### src/rtl/ram8x16_pkg.sv
// rtl/ram8x16_pkg.sv - shared sizes and types for the 8x16 register-file RAM
package ram8x16_pkg;

   localparam int WORD_W = 16;
   localparam int ADDR_W = 3;
   localparam int NWORDS = 8;

   typedef logic [WORD_W-1:0] word_t;
   typedef logic [NWORDS-1:0] sel_t;

endpackage : ram8x16_pkg

### src/rtl/ram8x16_word.sv
// rtl/ram8x16_word.sv - one storage word, cleared on reset, loaded when enabled
module ram8x16_word
   import ram8x16_pkg::*;
#(
   parameter int WIDTH = WORD_W
) (
   input  logic             clk,
   input  logic             rst,
   input  logic             en,
   input  logic [WIDTH-1:0] d,
   output logic [WIDTH-1:0] q
);

   logic [WIDTH-1:0] r_q;

   // Reset wins over a load in the same cycle.
   always_ff @(posedge clk) begin
      if (rst) begin
         r_q <= '0;
      end else if (en) begin
         r_q <= d;
      end
   end

   assign q = r_q;

endmodule : ram8x16_word

### src/rtl/ram8x16_core.sv
// rtl/ram8x16_core.sv - 8-word RAM: one-hot decode, eight words, 8:1 read mux
module ram8x16_core
   import ram8x16_pkg::*;
#(
   parameter int WIDTH = WORD_W
) (
   input  logic             clk,
   input  logic             rst,
   input  logic [WIDTH-1:0] d,
   input  logic             a2,
   input  logic             a1,
   input  logic             a0,
   output logic [WIDTH-1:0] out
);

   logic [ADDR_W-1:0] w_addr;
   sel_t              w_sel;
   logic [WIDTH-1:0]  w_q [NWORDS];

   assign w_addr = {a2, a1, a0};

   always_comb begin
      w_sel = '0;
      case (w_addr)
         3'd0:    w_sel = 8'b0000_0001;
         3'd1:    w_sel = 8'b0000_0010;
         3'd2:    w_sel = 8'b0000_0100;
         3'd3:    w_sel = 8'b0000_1000;
         3'd4:    w_sel = 8'b0001_0000;
         3'd5:    w_sel = 8'b0010_0000;
         3'd6:    w_sel = 8'b0100_0000;
         3'd7:    w_sel = 8'b1000_0000;
         default: w_sel = '0;
      endcase
   end

   // No write strobe: the addressed word is loaded on every non-reset edge.
   for (genvar gi = 0; gi < NWORDS; gi++) begin : g_word
      ram8x16_word #(
         .WIDTH (WIDTH)
      ) u_word (
         .clk (clk),
         .rst (rst),
         .en  (w_sel[gi]),
         .d   (d),
         .q   (w_q[gi])
      );
   end

   always_comb begin
      out = '0;
      case (w_addr)
         3'd0:    out = w_q[0];
         3'd1:    out = w_q[1];
         3'd2:    out = w_q[2];
         3'd3:    out = w_q[3];
         3'd4:    out = w_q[4];
         3'd5:    out = w_q[5];
         3'd6:    out = w_q[6];
         3'd7:    out = w_q[7];
         default: out = '0;
      endcase
   end

endmodule : ram8x16_core

### config.mk
export PLATFORM = sky130hd
export DESIGN_NAME = ram8x16_core
export DESIGN_NICKNAME = d
export VERILOG_FILES = /design/src/rtl/ram8x16_pkg.sv /design/src/rtl/ram8x16_word.sv /design/src/rtl/ram8x16_core.sv
export SDC_FILE = /design/constraint.sdc
export NUM_CORES = 1
export LEC_CHECK = 0
export CAP_MARGIN = 20
export CORE_MARGIN = 1
export CORE_UTILIZATION = 45
export CTS_CLUSTER_SIZE = 28
export DETAILED_ROUTE_END_ITERATION = 7
export DONT_BUFFER_PORTS = 1
export GPL_TIMING_DRIVEN = 0
export PLACE_DENSITY = 0.63
export SYNTH_ARGS = -nofsm -noshare
export SYNTH_HDL_FRONTEND = slang
export SYNTH_SLANG_ARGS = --single-unit
### constraint.sdc
create_clock -name clk -period 2.2 [get_ports clk]
set_input_delay 0.44 -clock clk [delete_from_list [all_inputs] [get_ports clk]]
set_output_delay 0.44 -clock clk [all_outputs]
set_load 0.01 [all_outputs]
== After elaboration in Yosys (flattened, before gate mapping) ==
Memory sizes are Yosys's and may differ from the RTL's.
Index checks and enable logic that the tools add are counted.

* Memory bits (read-only): 64
* Output and inout bits: 16
* Memories kept: 1
* Flip-flop bits (word level): 128

* Multiplexer cells: 1
* Reduce and logical (&&, ||, !) cells: 1
* Equality and inequality tests: 7

{| class="wikitable"
|+ Memories
! name !! depth !! width !! read ports !! clocked after Yosys merged registers in !! write ports !! line !! RTL
|-
| (name not given) || 8 || 8 || 1 || 0 || 0 || ram8x16_core.sv:24 || <nowiki>case (w_addr)</nowiki>
|}

{| class="wikitable"
|+ Operators by type and width
! cell !! count
|-
| 16-bit case mux with 8 select lines || 1
|-
| 3-bit equality test, second input constant || 4
|-
| 3-bit by 2-bit equality test with 1-bit output, second input constant || 2
|-
| 3-bit by 1-bit equality test with 1-bit output, second input constant || 1
|-
| 3-bit zero test || 1
|}

== Longest topological paths before layout ==
Gate-level depths: netlist of the first run.

* Depth in word-level cells: 2
* Gate-level depth with buffers: 7

== Hierarchy ==
A second synthesis of the first run with hierarchy kept.

* Cells, all modules: 560
* Area, all modules: 5776.8 sq um

{| class="wikitable"
|+ By module, submodules not included
! module !! cells each !! times used !! area each (sq um)
|-
| ram8x16_word || 52 || 8 || 580.6
|-
| ram8x16_core || 144 || 1 || 1132.3
|}

== Worst setup path after synthesis of the first run ==
No wires, ideal clock.

* Path kind: input to output
* From: in a0
* To: out out[3]
* Stages: 6
* Data arrival time: 1.425 ns
* Required time: 1.760 ns
* Buffers on the path: 4
* Slack: 0.335 ns
* Cells stage by stage: buf_6 -> buf_6 -> buf_4 -> buf_4 -> a211oi_1 -> o22a_1

* Longest elaborated chain between the ends: 2
* Elaborated cells between the ends (all ways): 9
* Those cells by class: eq/ne (7); mux (1); reduce/logical (1)

{| class="wikitable"
|+ Ends and longest elaborated chain
! element !! line !! RTL
|-
| start, declared || ram8x16_core.sv:12 || <nowiki>input logic a0,</nowiki>
|-
| 3-bit equality test, or another cell as far along || ram8x16_core.sv:52 || <nowiki>case (w_addr)</nowiki>
|-
| 16-bit case mux with 8 select lines * || ram8x16_core.sv:52 ||
|-
| end, declared || ram8x16_core.sv:13 || <nowiki>output logic [WIDTH-1:0] out</nowiki>
|}

Mark *: on every way between the ends. The rest lies on a longest branch, timed or not.

== Worst setup path after layout of the first run ==
* From: in a0
* To: out out[13]

Same word-level chain as after synthesis.

==> flow_summary.json, run 1 <==
{
  "maxSlewHeadroom": 0.488,
  "setup_viol": 0,
  "ys_seq_elements": 128,
  "outcome": "finished clean",
  "route.detailed.drc": 0,
  "via_count": 5114,
  "yosysUniqueCellTypes": 39,
  "vias_per_cell": 5.49,
  "hpwl_mm": 12.3,
  "largest_reg_flops": 128,
  "slew_viol_final": 0,
  "tightest_slew_ns": 0.768,
  "hold_class": "input port to register",
  "ys_top_cells_by_area": "dfxtp_1, nand2_1, a21oi_1",
  "grt_pass1_vias": 4799,
  "syn_area_per_cell_um2": 7.97,
  "crit_type": "input port to output port",
  "grt_setup_unrepaired": "false",
  "max_stage_delay_ns": 0.31,
  "synth_area_um2": 5800,
  "grt_max_degree": 17,
  "dieArea_um2": 13300,
  "coreArea_um2": 12600,
  "clock_latency_ns": 0.43,
  "overflow": 0,
  "min_period_over_period": 0.977,
  "nFillCells": 1180,
  "routed_wl_mm": 17.6,
  "drive_gt1_frac": 0.143,
  "cp.required_ns": 1.76,
  "p_leak_uw": 0.00242,
  "grt_pass1_wl_mm": 26.9,
  "fin_nets": 768,
  "met1_length_mm": 7.44,
  "die_x_um": 116,
  "synth_top_flop_cell": "dfxtp_1",
  "seq_area_um2": 2560,
  "rows": 41,
  "portBuffers": 0,
  "post_cts_buffers": 0,
  "antenna_found_initial": 0,
  "synth_most_common_cell": "nand2_1",
  "cp_cell_sequence": "buf_6 -> buf_6 -> nor2_1 -> nand2_1 -> buf_2 -> nor2_1 -> a21oi_1",
  "synth_warnings": 0,
  "start_kind": "input port",
  "dr.pass1.iters": 5,
  "cts_buffer_depth": 2,
  "crit_buf_inv": 3,
  "postSynth.asyncResetShare": 0,
  "post-route-worst-setup-slack_ns": 0.0510,
  "cp_max_fo": 10,
  "peakVddDrop_mv": 0.481,
  "cts_sinks": 128,
  "internal-power_uw": 4530,
  "power_uw": 5970,
  "endpoint_kind": "output port",
  "cp_top_family": "buffers and inverters",
  "sw_frac_of_total": 0.242,
  "synth_top_area_share": 0.442,
  "highest_layer": "met4",
  "wl_met2_mm": 8.14,
  "die_y_um": 116,
  "finClkSkew_ns": 0,
  "clkTransAtPathRegs_ns": 0.06,
  "cts_root_buf": "clkbuf_16",
  "finalHoldViolations": 0,
  "arrival_ns": 1.71,
  "place_ws_ns": 0.0438,
  "numCtsBuffers": 17,
  "initial_utilization": 0.461,
  "yosys.area.top_type": "dfxtp_1",
  "switchingPower_uw": 1450,
  "power_per_cell_area_nw_per_um2": 900,
  "wire_per_inst_um": 18.9,
  "synth_common_cells": "nand2_1, a21oi_1, dfxtp_1",
  "min_period_ns": 2.15,
  "htreeDepth": 4,
  "pwr-share-clk": 0.500,
  "pin_count": 37,
  "fmax_ghz": 0.465,
  "multi_input_comb_area_um2": 2750,
  "cts-resized-gates": 0,
  "place.gp.congestion": 0.841,
  "ys_seq_area_frac": 0.442,
  "fin_tns_setup_ns": 0,
  "dr_wl_met3_mm": 1.49,
  "slowest_stage": "buf_2",
  "diodes": 0,
  "synth_nets": 749,
  "grt_usage": 0.281,
  "combPwrFrac": 0.092,
  "antenna_left": 0,
  "synth_edf_count": 0,
  "syn_inst": 728,
  "cts_tree": "built",
  "cts_hold_buf": 0,
  "drt-initial-drc-count": 511,
  "r2r_slack_ns": 1.55,
  "seqPwrFrac": 0.408,
  "syn_to_final_growth_pct": 14.5,
  "maxCapViolations": 0
}
## cell usage in the layout (no fill, tap or decap), drive strengths merged, types with 2 or more instances in the layout
cell      synthesis  routed
nor2b             2       2
nor3              2       2
inv              10      10
o22a              3       3
o22ai             2       2
clkinv            0       4
dfxtp           128     128
o2bb2ai           9       9
a211oi            2       2
nand2b            3       3
mux4              4       4
nand2           270     270
a221oi           18      18
clkinvlp          0       2
a21oi           132     132
a211o             4       4
nor2             31      31
and2              4       4
buf              52      52
clkbuf           16      38
bufinv            0       4
mux2i            29      29
## routing by layer
layer | track usage | vias up
met1 | 0.367 | 2416
met5 | 0 | -
met2 | 0.436 | 213
li1 | - | 2450
met3 | 0.0633 | 35
met4 | 0.142 | 0
## layout make-up
type	count	area share
plain buffers	68	0.0677
clock buffers	22	0.0699
clock inverters	10	0.0239
inverters	10	0.00566
multi-input cells	522	0.414
flip-flops and latches	128	0.386
well taps	172	0.0324
## worst register-to-register path, stage by stage, from the launching register on
cell and delay, ns:
dfxtp_1 0.36, nand2_1 0.07, a21oi_1 0.14
## kinds of logic (layout without fill, tap and decap cells)
logic type             after synthesis  count (layout)  share of synthesized area
buffers and inverters               78             110                     0.0839
AND/OR/NAND/NOR                    315             315                      0.221
multiplexers                        33              33                     0.0656
AO/OA/AOI/OAI                      174             174                      0.188
flip-flops                         128             128                      0.442
## power by group through the flow
stage | Sequential, µW | Combinational [µW] | Clock, µW
3_5_place_dp | 2490 | 540 | 0
6_report | 2440 | 549 | 2990
2_1_floorplan | 2470 | 391 | 0
4_1_cts | 2440 | 542 | 3000
5_1_grt | 2440 | 591 | 3120
3_3_place_gp | 2480 | 529 | 0
## stage by stage
step / cells / instance area [µm²] / utilization / hold WS (ns)
after floorplan: 728 / 5800 / - / 0.433
after global placement: 900 / 6010 / 0.479 / 0.439
after detailed placement: 900 / 6010 / 0.479 / 0.446
after CTS: 932 / 6640 / 0.528 / 0.305
after global routing: 932 / 6640 / 0.528 / 0.312
final: 932 / 6640 / 0.528 / 0.312
## final timing paths
check                                            from                    end  cells after the start
worst max-delay path                               a0                out[13]                      7
worst min-delay path                             d[5]  g_word[4].u_word.q[5]                      3
worst max register to register  g_word[7].u_word.q[2]  g_word[7].u_word.q[2]                      2
worst min register to register  g_word[1].u_word.q[7]  g_word[1].u_word.q[7]                      2
Power figures use the tool's default switching activity.
==> run 2: changes to the inputs <==
--- a/config.mk
+++ b/config.mk
@@ -7,12 +7,13 @@
 export LEC_CHECK = 0
 export CAP_MARGIN = 20
 export CORE_MARGIN = 1
-export CORE_UTILIZATION = 45
+export CORE_UTILIZATION = 50
 export CTS_CLUSTER_SIZE = 28
 export DETAILED_ROUTE_END_ITERATION = 7
 export DONT_BUFFER_PORTS = 1
 export GPL_TIMING_DRIVEN = 0
-export PLACE_DENSITY = 0.63
+export PLACE_DENSITY = 0.68
 export SYNTH_ARGS = -nofsm -noshare
 export SYNTH_HDL_FRONTEND = slang
 export SYNTH_SLANG_ARGS = --single-unit
+export TNS_END_PERCENT = 10
==> run 2 against run 1 <==
Against the previous run: largest power group unchanged; via count is 3.9% higher; setup slack worse by 0.011 ns; sequential share of layout area increased by 0.29 points; sequential power about the same; power shrank 1.7%; final cell count decreased by 3.5%; final area is 0.75% lower; critical path type unchanged; non-clock buffer count unchanged; first-iteration DRC count is 0.59% higher; clock-buffer cell count shrank 2.
==> flow_summary.json, run 2 (synthesis gave the netlist of run 1 again) <==
{
  "outcome": "finished clean",
  "whs_path_depth": 3,
  "finClkSkew_ns": 0,
  "peakVddDrop_mv": 0.435,
  "dr.pass1.iters": 5,
  "finish.utilization": 0.595,
  "cts_sinks": 128,
  "fin_hold_ws_ns": 0.319,
  "hpwl_mm": 12.1,
  "cts_buffer_depth": 2,
  "fin_tns_setup_ns": 0,
  "maxCapViolations": 0,
  "pin_count": 37,
  "multi_input_comb_area_um2": 2750,
  "overflow": 0,
  "drt-initial-drc-count": 514,
  "numCtsBuffers": 17,
  "cts-resized-gates": 0,
  "min_period_over_period": 0.982,
  "place.gp.congestion": 0.919,
  "cts_hold_buf": 0,
  "wire_per_inst_um": 20.1,
  "max_stage_delay_ns": 0.39,
  "final_common_cell": "nand2_1",
  "r2r_slack_ns": 1.55,
  "die_x_um": 110,
  "min_period_ns": 2.16,
  "dieArea_um2": 12000,
  "vias_per_cell": 5.91,
  "tightest_slew_ns": 0.842,
  "setup_viol": 0,
  "drive_gt1_frac": 0.148,
  "layout_common_cells": "nand2_1, a21oi_1, dfxtp_1",
  "ff2ff_path_depth": 2,
  "crit_type": "input port to output port",
  "cts_root_buf": "clkbuf_16",
  "finalHoldViolations": 0,
  "p_leak_uw": 0.00242,
  "cp.depth": 6,
  "post_cts_buffers": 0,
  "cp.required_ns": 1.76,
  "grt_usage": 0.320,
  "slowest_stage": "a221oi_1",
  "grt_max_degree": 17,
  "arrival_ns": 1.72,
  "largest_reg_flops": 128,
  "cts_tree": "built",
  "via_count": 5312,
  "diodes": 0,
  "grt_pass1_wl_mm": 27.3,
  "antenna_found_initial": 0,
  "syn_to_final_growth_pct": 13.6,
  "placedInstanceArea_um2": 5970,
  "routed_wl_mm": 18.1,
  "coreArea_um2": 11100,
  "grt_pass1_vias": 4957,
  "power_per_cell_area_nw_per_um2": 892,
  "start_kind": "input port",
  "slew_viol_final": 0,
  "fin_nets": 768,
  "endpoint_kind": "output port",
  "htreeDepth": 4,
  "route.detailed.drc": 0,
  "cp_max_fo": 10,
  "clkTransAtPathRegs_ns": 0.06,
  "seq_area_um2": 2560,
  "cp_top_family": "compound AO/OA/AOI/OAI gates",
  "crit_buf_inv": 3,
  "nFillCells": 1007,
  "rows": 38,
  "die_y_um": 110,
  "portBuffers": 0,
  "hold_class": "input port to register",
  "maxSlewHeadroom": 0.439,
  "clock_latency_ns": 0.41,
  "fmax_ghz": 0.463,
  "stdcell_area_um2": 6590,
  "initial_utilization": 0.523,
  "power_uw": 5870,
  "grt_setup_unrepaired": "false",
  "cp_cell_sequence": "buf_6 -> buf_6 -> buf_4 -> a221oi_1 -> a221oi_1 -> nor2_1",
  "antenna_left": 0
}
==> run 2: through the flow <==
step / worst slack, ns / instances
detailed placement: 0.0342 / 868
global route: 0.0226 / 899
global placement: 0.0504 / 868
floorplan: 0.335 / 728
CTS: 0.0293 / 899
finish: 0.0399 / 899
==> run 2: final timing paths <==
kind | startpoint | to
worst min-delay path | d[9] | g_word[6].u_word.q[9]
worst max-delay path | a0 | out[10]
worst min register to register | g_word[2].u_word.q[8] | g_word[2].u_word.q[8]
worst max register to register | g_word[3].u_word.q[2] | g_word[3].u_word.q[2]
==> run 2: where the power goes <==
part	leakage (µW)	total, µW	internal, µW	switching (µW)
Clock	0.000293	2880	1850	1030
Sequential	0.00104	2440	2400	39.6
Combinational	0.00109	558	181	376
==> run 2: cell type report <==
type,count,area share
multi-input combinational,522,0.418
tap,140,0.0266
clock buffer,20,0.0708
buffer,68,0.0689
clock inverter,11,0.0209
inverter,10,0.00570
sequential,128,0.389
==> run 2: routing by layer <==
layer,GRT usage,part of all wire,up-vias
met3,0.0699,0.097,50
met5,0,0,-
met2,0.505,0.47,262
li1,-,-,2456
met1,0.409,0.40,2544
met4,0.169,0.034,0
==> run 2: worst register-to-register path: cells and delay by family, from the launching register on <==
family           cells  cell delay [ns]
flip-flops           1             0.35
AO/OA/AOI/OAI        1             0.17
AND/OR/NAND/NOR      1             0.06
==> run 3: changes to the inputs <==
==> constraint.sdc (replaced) <==
create_clock -name clk -period 2.5 [get_ports clk]
set_input_delay 0.5 -clock clk [delete_from_list [all_inputs] [get_ports clk]]
set_output_delay 0.5 -clock clk [all_outputs]
set_load 0.01 [all_outputs]
==> run 3 against run 2 <==
Against the previous run: largest cell class unchanged; critical endpoint unchanged; final cell count unchanged; via count down 0.73%; highest routed layer unchanged; global-route usage unchanged; sequential cell count unchanged; largest power group unchanged; non-clock buffer count unchanged; setup slack better by 0.16 ns; clock skew unchanged.
==> flow_summary.json, run 3 (synthesis gave the netlist of run 1 again) <==
{
  "outcome": "finished clean",
  "finalHoldViolations": 0,
  "slew_viol_final": 0,
  "worstHoldStart": "d[9]",
  "startpoint": "a0",
  "die_x_um": 110,
  "timing.rr.start": "g_word[3].u_word.q[2]",
  "htreeDepth": 4,
  "endpoint_kind": "output port",
  "min_period_ns": 2.30,
  "via_count": 5273,
  "initial_utilization": 0.523,
  "cts_root_buf": "clkbuf_16",
  "fin_nets": 768,
  "drive_gt1_frac": 0.146,
  "rows": 38,
  "cts_buffer_depth": 2,
  "peakVddDrop_mv": 0.380,
  "nFillCells": 1006,
  "grt_pass1_wl_mm": 27.3,
  "pin_count": 37,
  "fin_tns_setup_ns": 0,
  "diodes": 0,
  "numCtsBuffers": 17,
  "finish.utilization": 0.594,
  "dr.pass1.iters": 5,
  "grt_setup_unrepaired": "false",
  "cp.required_ns": 2.00,
  "portBuffers": 0,
  "multi_input_comb_area_um2": 2750,
  "power_per_cell_area_nw_per_um2": 786,
  "post_cts_buffers": 0,
  "grt_usage": 0.320,
  "overflow": 0,
  "cp_max_fo": 10,
  "power_uw": 5170,
  "antenna_left": 0,
  "die_y_um": 110,
  "place.gp.congestion": 0.919,
  "final_common_cell": "nand2_1",
  "coreArea_um2": 11100,
  "dieArea_um2": 12000,
  "cts_tree": "built",
  "routed_wl_mm": 18.1,
  "finClkSkew_ns": 0,
  "clock_latency_ns": 0.41,
  "clkTransAtPathRegs_ns": 0.06,
  "vias_per_cell": 5.87,
  "p_leak_uw": 0.00242,
  "cts-resized-gates": 0,
  "hold_class": "input port to register",
  "hpwl_mm": 12.1,
  "route.detailed.drc": 0,
  "cts_sinks": 128,
  "setup_viol": 0,
  "maxCapViolations": 0,
  "layout_common_cells": "nand2_1, a21oi_1, dfxtp_1",
  "crit_type": "input port to output port",
  "maxSlewHeadroom": 0.424,
  "largest_reg_flops": 128,
  "fmax_ghz": 0.435,
  "wire_per_inst_um": 20.1,
  "drt-initial-drc-count": 602,
  "seq_area_um2": 2560,
  "syn_to_final_growth_pct": 13.4,
  "tightest_slew_ns": 0.864,
  "antenna_found_initial": 0,
  "start_kind": "input port",
  "min_period_over_period": 0.919,
  "grt_max_degree": 17,
  "arrival_ns": 1.80,
  "cts_hold_buf": 0,
  "grt_pass1_vias": 4957
}
==> run 3: per-layer routing <==
| metal | GRT usage | wire length, µm | part of all wire |
|---|---|---|---|
| met1 | 0.409 | 7140 | 0.40 |
| met2 | 0.505 | 8410 | 0.47 |
| met3 | 0.0699 | 1870 | 0.10 |
| met4 | 0.169 | 643 | 0.036 |
| met5 | 0 | 0 | 0 |
==> run 3: power breakdown <==
group          total [µW]  internal, µW  leakage (µW)  switching, µW
clock network        2540          1630      0.000293            908
logic                 489           159       0.00108            331
registers            2140          2110       0.00104           34.9
==> run 3: through the flow <==
stage / std cells / setup WS, ns / cell area (µm²) / hold slack [ns]
2_1_floorplan: 728 / 0.515 / 5800 / 0.433
3_3_place_gp: 868 / 0.230 / 5970 / 0.439
3_5_place_dp: 868 / 0.214 / 5970 / 0.446
4_1_cts: 899 / 0.209 / 6580 / 0.378
5_1_grt: 899 / 0.142 / 6580 / 0.391
6_report: 899 / 0.202 / 6580 / 0.381
==> run 3: area by class of cell <==
class	instances	area share
Multi-Input combinational cell	522	0.418
Clock buffer	20	0.0709
Sequential cell	128	0.390
Tap cell	140	0.0266
Buffer	68	0.0683
Clock inverter	11	0.0209
Inverter	10	0.00571
==> run 3: final timing paths <==
check	end	slack (ns)	cells after the start
setup / recovery	out[10]	0.20	6
setup reg to reg	g_word[3].u_word.q[2]	1.84	2
hold / removal	g_word[6].u_word.q[9]	0.38	3
hold reg to reg	g_word[2].u_word.q[8]	0.45	2
==> run 3: worst max-delay path, stage by stage <==
cell	delay (ns)
buf_6	0.12
buf_6	0.16
buf_4	0.20
a221oi_1	0.39
a221oi_1	0.11
nor2_1	0.30
